==> config.mk <==
export PLATFORM = sky130hd
export DESIGN_NAME = multicycle_ctrl
export DESIGN_NICKNAME = d
export VERILOG_FILES = /design/src/rtl/multicycle_ctrl.sv
export SDC_FILE = /design/constraint.sdc
export NUM_CORES = 1
export LEC_CHECK = 0
export BUFFER_PORTS_ARGS = -buffer_cell sky130_fd_sc_hd__buf_2
export CAP_MARGIN = 15
export CORE_ASPECT_RATIO = 0.9
export CORE_MARGIN = 1
export CORE_UTILIZATION = 40
export CTS_BUF_LIST = sky130_fd_sc_hd__clkbuf_4 sky130_fd_sc_hd__clkbuf_8
export DETAILED_ROUTE_END_ITERATION = 12
export GPL_ROUTABILITY_DRIVEN = 1
export PLACE_DENSITY = 0.64
export SLEW_MARGIN = 20
export SYNTH_ARGS = -nofsm -noshare
export SYNTH_HDL_FRONTEND = slang
export SYNTH_SLANG_ARGS = --single-unit
export TNS_END_PERCENT = 30
==> constraint.sdc <==
create_clock -name clk -period 1.7 [get_ports clk]
set_clock_uncertainty 0.15 [all_clocks]
set_input_delay 0.255 -clock clk [delete_from_list [all_inputs] [get_ports clk]]
set_output_delay 0.255 -clock clk [all_outputs]
set_load 0.02 [all_outputs]
==> src/rtl/multicycle_ctrl.sv <==
// Multicycle RISC-V control unit: Moore sequencing FSM, ALU decoder and retired-instruction counter.
// Write enables are gated by rst_n so that nothing writes while reset is held.
module multicycle_ctrl #(
   parameter int CNT_WIDTH = 32
) (
   input  logic                 clk,
   input  logic                 rst_n,
   input  logic [6:0]           opcode,
   input  logic [2:0]           funct3,
   input  logic                 funct7b5,
   input  logic                 zero,
   output logic                 pc_write,
   output logic                 adr_src,
   output logic                 mem_write,
   output logic                 ir_write,
   output logic                 reg_write,
   output logic [1:0]           result_src,
   output logic [1:0]           alu_src_a,
   output logic [1:0]           alu_src_b,
   output logic [1:0]           imm_src,
   output logic [2:0]           alu_sel,
   output logic                 illegal,
   output logic [CNT_WIDTH-1:0] instret_cnt
);

   // state    | meaning
   // FETCH    | read instruction at PC into IR, PC <= PC + 4
   // DECODE   | read registers, branch target into ALUOut, dispatch on opcode
   // MEMADR   | compute load/store address
   // MEMREAD  | read data memory at ALUOut
   // MEMWB    | write loaded data to register file
   // MEMWRITE | write B to data memory at ALUOut
   // EXECR    | R-type ALU operation
   // EXECI    | I-type ALU operation
   // ALUWB    | write ALUOut to register file
   // JAL      | PC <= target, OldPC + 4 into ALUOut
   // BEQ      | compare A and B, take branch when equal

   typedef enum logic [3:0] {
      S_FETCH, S_DECODE, S_MEMADR, S_MEMREAD, S_MEMWB, S_MEMWRITE,
      S_EXECR, S_EXECI, S_ALUWB, S_JAL, S_BEQ
   } state_t;

   localparam logic [6:0] OP_LW  = 7'b0000011;
   localparam logic [6:0] OP_SW  = 7'b0100011;
   localparam logic [6:0] OP_R   = 7'b0110011;
   localparam logic [6:0] OP_I   = 7'b0010011;
   localparam logic [6:0] OP_JAL = 7'b1101111;
   localparam logic [6:0] OP_BEQ = 7'b1100011;

   localparam logic [2:0] ALU_AND = 3'd0;
   localparam logic [2:0] ALU_OR  = 3'd1;
   localparam logic [2:0] ALU_ADD = 3'd2;
   localparam logic [2:0] ALU_SUB = 3'd6;
   localparam logic [2:0] ALU_SLT = 3'd7;

   state_t state, state_nxt;
   logic   pc_update, branch;
   logic   mem_write_int, ir_write_int, reg_write_int;
   logic   funct3_bad;
   logic [2:0] funct_op;

   always_ff @(posedge clk or negedge rst_n) begin
      if (!rst_n) begin
         state       <= S_FETCH;
         instret_cnt <= '0;
      end else begin
         state <= state_nxt;
         if (state == S_MEMWB || state == S_MEMWRITE || state == S_ALUWB || state == S_BEQ)
            instret_cnt <= instret_cnt + CNT_WIDTH'(1);
      end
   end

   assign funct3_bad = (funct3 == 3'b001) || (funct3 == 3'b011) ||
                       (funct3 == 3'b100) || (funct3 == 3'b101);

   // funct7b5 selects SUB only for R-type ADD; I-type has no SUBI
   always_comb begin
      funct_op = ALU_ADD;
      case (funct3)
         3'b000:  funct_op = (state == S_EXECR && funct7b5) ? ALU_SUB : ALU_ADD;
         3'b010:  funct_op = ALU_SLT;
         3'b110:  funct_op = ALU_OR;
         3'b111:  funct_op = ALU_AND;
         default: funct_op = ALU_ADD;
      endcase
   end

   always_comb begin
      imm_src = 2'b00;
      case (opcode)
         OP_SW:   imm_src = 2'b01;
         OP_BEQ:  imm_src = 2'b10;
         OP_JAL:  imm_src = 2'b11;
         default: imm_src = 2'b00;
      endcase
   end

   always_comb begin
      state_nxt     = state;
      pc_update     = 1'b0;
      branch        = 1'b0;
      adr_src       = 1'b0;
      mem_write_int = 1'b0;
      ir_write_int  = 1'b0;
      reg_write_int = 1'b0;
      result_src    = 2'b00;
      alu_src_a     = 2'b00;
      alu_src_b     = 2'b00;
      alu_sel       = ALU_ADD;
      illegal       = 1'b0;
      case (state)
         S_FETCH: begin
            ir_write_int = 1'b1;
            alu_src_b    = 2'b10;
            result_src   = 2'b10;
            pc_update    = 1'b1;
            state_nxt    = S_DECODE;
         end
         S_DECODE: begin
            alu_src_a = 2'b01;
            alu_src_b = 2'b01;
            case (opcode)
               OP_LW, OP_SW: state_nxt = S_MEMADR;
               OP_R:         state_nxt = funct3_bad ? S_FETCH : S_EXECR;
               OP_I:         state_nxt = funct3_bad ? S_FETCH : S_EXECI;
               OP_JAL:       state_nxt = S_JAL;
               OP_BEQ:       state_nxt = S_BEQ;
               default:      state_nxt = S_FETCH;
            endcase
            if (state_nxt == S_FETCH)
               illegal = 1'b1;
         end
         S_MEMADR: begin
            alu_src_a = 2'b10;
            alu_src_b = 2'b01;
            state_nxt = (opcode == OP_LW) ? S_MEMREAD : S_MEMWRITE;
         end
         S_MEMREAD: begin
            adr_src   = 1'b1;
            state_nxt = S_MEMWB;
         end
         S_MEMWB: begin
            result_src    = 2'b01;
            reg_write_int = 1'b1;
            state_nxt     = S_FETCH;
         end
         S_MEMWRITE: begin
            adr_src       = 1'b1;
            mem_write_int = 1'b1;
            state_nxt     = S_FETCH;
         end
         S_EXECR: begin
            alu_src_a = 2'b10;
            alu_sel   = funct_op;
            state_nxt = S_ALUWB;
         end
         S_EXECI: begin
            alu_src_a = 2'b10;
            alu_src_b = 2'b01;
            alu_sel   = funct_op;
            state_nxt = S_ALUWB;
         end
         S_ALUWB: begin
            reg_write_int = 1'b1;
            state_nxt     = S_FETCH;
         end
         S_JAL: begin
            alu_src_a = 2'b01;
            alu_src_b = 2'b10;
            pc_update = 1'b1;
            state_nxt = S_ALUWB;
         end
         S_BEQ: begin
            alu_src_a = 2'b10;
            alu_sel   = ALU_SUB;
            branch    = 1'b1;
            state_nxt = S_FETCH;
         end
         default: state_nxt = S_FETCH;
      endcase
   end

   assign pc_write  = rst_n & (pc_update | (branch & zero));
   assign ir_write  = rst_n & ir_write_int;
   assign reg_write = rst_n & reg_write_int;
   assign mem_write = rst_n & mem_write_int;

endmodule

==> flow_summary.toml <==
[outcome]
status = "finished with violations"
violations = "negative setup slack"

[timing]
slew_viol_final = 0
min_period_ns = 1.91
relSlewSlack_pct = 67.8
min_period_over_period_pct = 112
worst_slack_ns = -0.210
finalHoldViolations = 0
fmax_mhz = 523
rsz0062_at_grt = "true"
setup_tns_ns = -3.48
tightestPinTransition_ns = 0.471
setup_viol = 32

[cts]
clockRootBuffer = "clkbuf_8"
cts_buffers = 5
cts.sinks = 36
clock_path_buffers = 2
cts_tree = "done"
clkLatencyLatePin_ns = 0.29
h-tree-depth = 2
cts.clk_slew.worst_paths_ns = 0.07

[run]
cap_violations = 0

[floorplanning]
die-area_um2 = 5760
placementRows = 25
initial_utilization_pct = 41.5
die_h_um = 72.1
boundaryPins = 63
die_x_um = 79.9
coreArea_um2 = 5260

[detailed_routing]
wirelength_mm = 5.94
drt_pre_antenna_iters = 4
wl_per_cell_um = 14.9
dr_total_vias = 2029
vias_per_cell = 5.10
drc = 0
ant_nets = 0
detail_route.iter0.violations = 92

[critical_path]
r2r-end = "instret_cnt[26]$_DFFE_PN0P_"
crit_path_max_fanout = 6
required_ns = 1.29
reg2reg_from = "state[2]$_DFF_PN0_"
end_kind = "output pin"
setup.worst_path.start = "state[3]$_DFF_PN0_"
startpoint_type = "flip-flop"
reg2regPathDepth = 7
arrival_ns = 1.51
criticalPathCategory = "reg2out"
r2r_slack_ns = -0.19

[cells_and_area]
diodes = 0
post-route-util_pct = 67.4
fillers = 405
final_cell_mix = "buf_4 (50), buf_2 (48), dfrtp_1 (27)"
final_common_cell = "buf_4"
area_growth_syn_to_layout_pct = 62.1
fin_nets = 345
final_layout_size_suffix_gt1_share_pct = 60.4

[power_and_ir_drop]
peakVddDrop_v = 0.000510
power_frac_comb_pct = 36.3
p_switching_uw = 842
power.share.switching_pct = 31.6
p_seq_share_pct = 35.7
p_leak_nw = 1.85
p_int_mw = 1.83
powerDensity_nw_per_um2 = 754
power_frac_clock_pct = 28.1

[hold_path]
holdPathStages = 3
holdPathEnd = "state[1]$_DFF_PN0_"
worstHoldPathType = "in2reg"
min_from = "opcode[5]"

[yosys]
synth_cell_types = 48
synthCells = 210
syn_area_um2 = 2180
seq_area_frac_synth_pct = 41.3
ys_warn_count = 0
mappedNetlistNets = 225
avgSynthCellArea_um2 = 10.4
ys_ff_latch = 36

[global_route]
overflow = 0
grt_max_degree = 24
first_global_vias = 1830
grtUsageTotal_pct = 19.0
grt_pass1_wl_mm = 8.50
antenna_found_initial = 0

[placed_design]
place_ws_ns = -0.100
finalWeightedCongestion = 0.780
portBuffers = 62
dp_hpwl_mm = 3.85
[power by group through the flow]
stage | clock [mW] | sequential [mW] | combinational (mW)
after floorplan | 0 | 1.03 | 0.427
after global placement | 0 | 0.970 | 0.759
after detailed placement | 0 | 0.973 | 0.764
after CTS | 0.762 | 0.954 | 0.884
after global routing | 0.796 | 0.962 | 1.02
final | 0.749 | 0.953 | 0.968
[state kept, by name, summed over array words and instances, names as in the netlist]
name         cells
instret_cnt     32
state            4
[metrics by stage]
step	cells	hold WS (ns)	total power [mW]	cell area, um2
after CTS	388	0.139	2.60	3260
final	398	0.154	2.67	3540
after floorplan	210	-0.191	1.45	2310
after detailed placement	376	0.143	1.74	3000
after global routing	398	0.167	2.78	3540
after global placement	376	0.138	1.73	3000
[area by class of cell]
type | count | area (um2) | share of cell area, %
multi-input cells | 156 | 1500 | 42.5
flip-flops and latches | 36 | 912 | 25.8
repair buffers | 121 | 891 | 25.2
well taps | 67 | 83.8 | 2.37
clock buffers | 6 | 76.3 | 2.16
inverters | 10 | 37.5 | 1.06
clock inverters | 2 | 35.0 | 0.990
[cell families (layout without fill, tap and decap cells)]
family	after synthesis	in the layout	share of synthesized area (%)
AOI/OAI and AO/OA	26	26	10.1
xor gates and xnor gates	33	33	13.2
adders and majority gates	1	1	0.573
buffers and inverters	20	139	4.70
DFF	36	36	41.3
muxes	1	1	0.516
and+or+nand+nor	93	95	29.6
[cell usage after synthesis, drive strengths merged]
library cell | n | area share, %
buf | 5 | 2.1
clkbuf | 5 | 0.86
inv | 10 | 1.7
nor2 | 11 | 1.9
nand4 | 4 | 1.4
nor3b | 5 | 2.8
and3 | 3 | 0.86
o211ai | 3 | 2.3
and4b | 2 | 0.92
and2 | 3 | 0.86
o21a | 1 | 0.34
o31ai | 2 | 0.69
nand2 | 12 | 2.1
nand4bb | 1 | 0.52
or3 | 1 | 0.52
nand3 | 11 | 2.8
a2111oi | 1 | 0.40
xnor2 | 10 | 4.0
a21bo | 1 | 0.46
o211a | 1 | 0.46
nor3 | 11 | 2.5
o2111ai | 1 | 0.69
and4 | 3 | 1.2
a21oi | 7 | 1.6
nand2b | 2 | 0.57
ha | 1 | 0.57
o22ai | 1 | 0.29
mux2 | 1 | 0.52
dfrtp | 36 | 41
a21o | 1 | 0.34
nor4 | 15 | 8.1
nor2b | 4 | 1.1
or4 | 1 | 0.34
or2 | 4 | 1.1
xor2 | 23 | 9.2
a31oi | 1 | 0.29
a22o | 1 | 0.40
o21ai | 4 | 1.4
o2bb2ai | 1 | 0.40
[routing by layer]
layer  routed length (um)  vias up  part of all wire, %  track usage (%)
met4                   68        0                  1.1             4.76
met5                    0        -                    0                0
met1                 2840      975                   48             27.0
met2                 2820       50                   47             29.7
li1                     -      997                    -                -
met3                  220        7                  3.7             3.90
[how the worst max path moves through the flow]
stage,end,cells past startpoint
3_3_place_gp,state[0]$_DFF_PN0_,6
2_1_floorplan,ir_write,5
4_1_cts,pc_write,6
3_5_place_dp,instret_cnt[21]$_DFFE_PN0P_,6
5_1_grt,ir_write,5
6_report,pc_write,6
[repair_timing]
action / CTS / global route
pin swaps: 13 / 18
hold endpoints to repair: 36 / 0
cloned: 0 / 2
resized for setup: 33 / 44
setup endpoints to repair: 34 / 44
hold buffers: 1 / 0
setup buffers: 3 / 8
[worst max-delay path, cell delays in order (launching register included)]
cell and delay [ns]:
dfrtp_1 0.39, buf_6 0.14, or2_4 0.22, a21oi_2 0.11
a21oi_1 0.06, nor3b_2 0.15, buf_4 0.16
No activity file was read; power rests on OpenSTA's default activity.
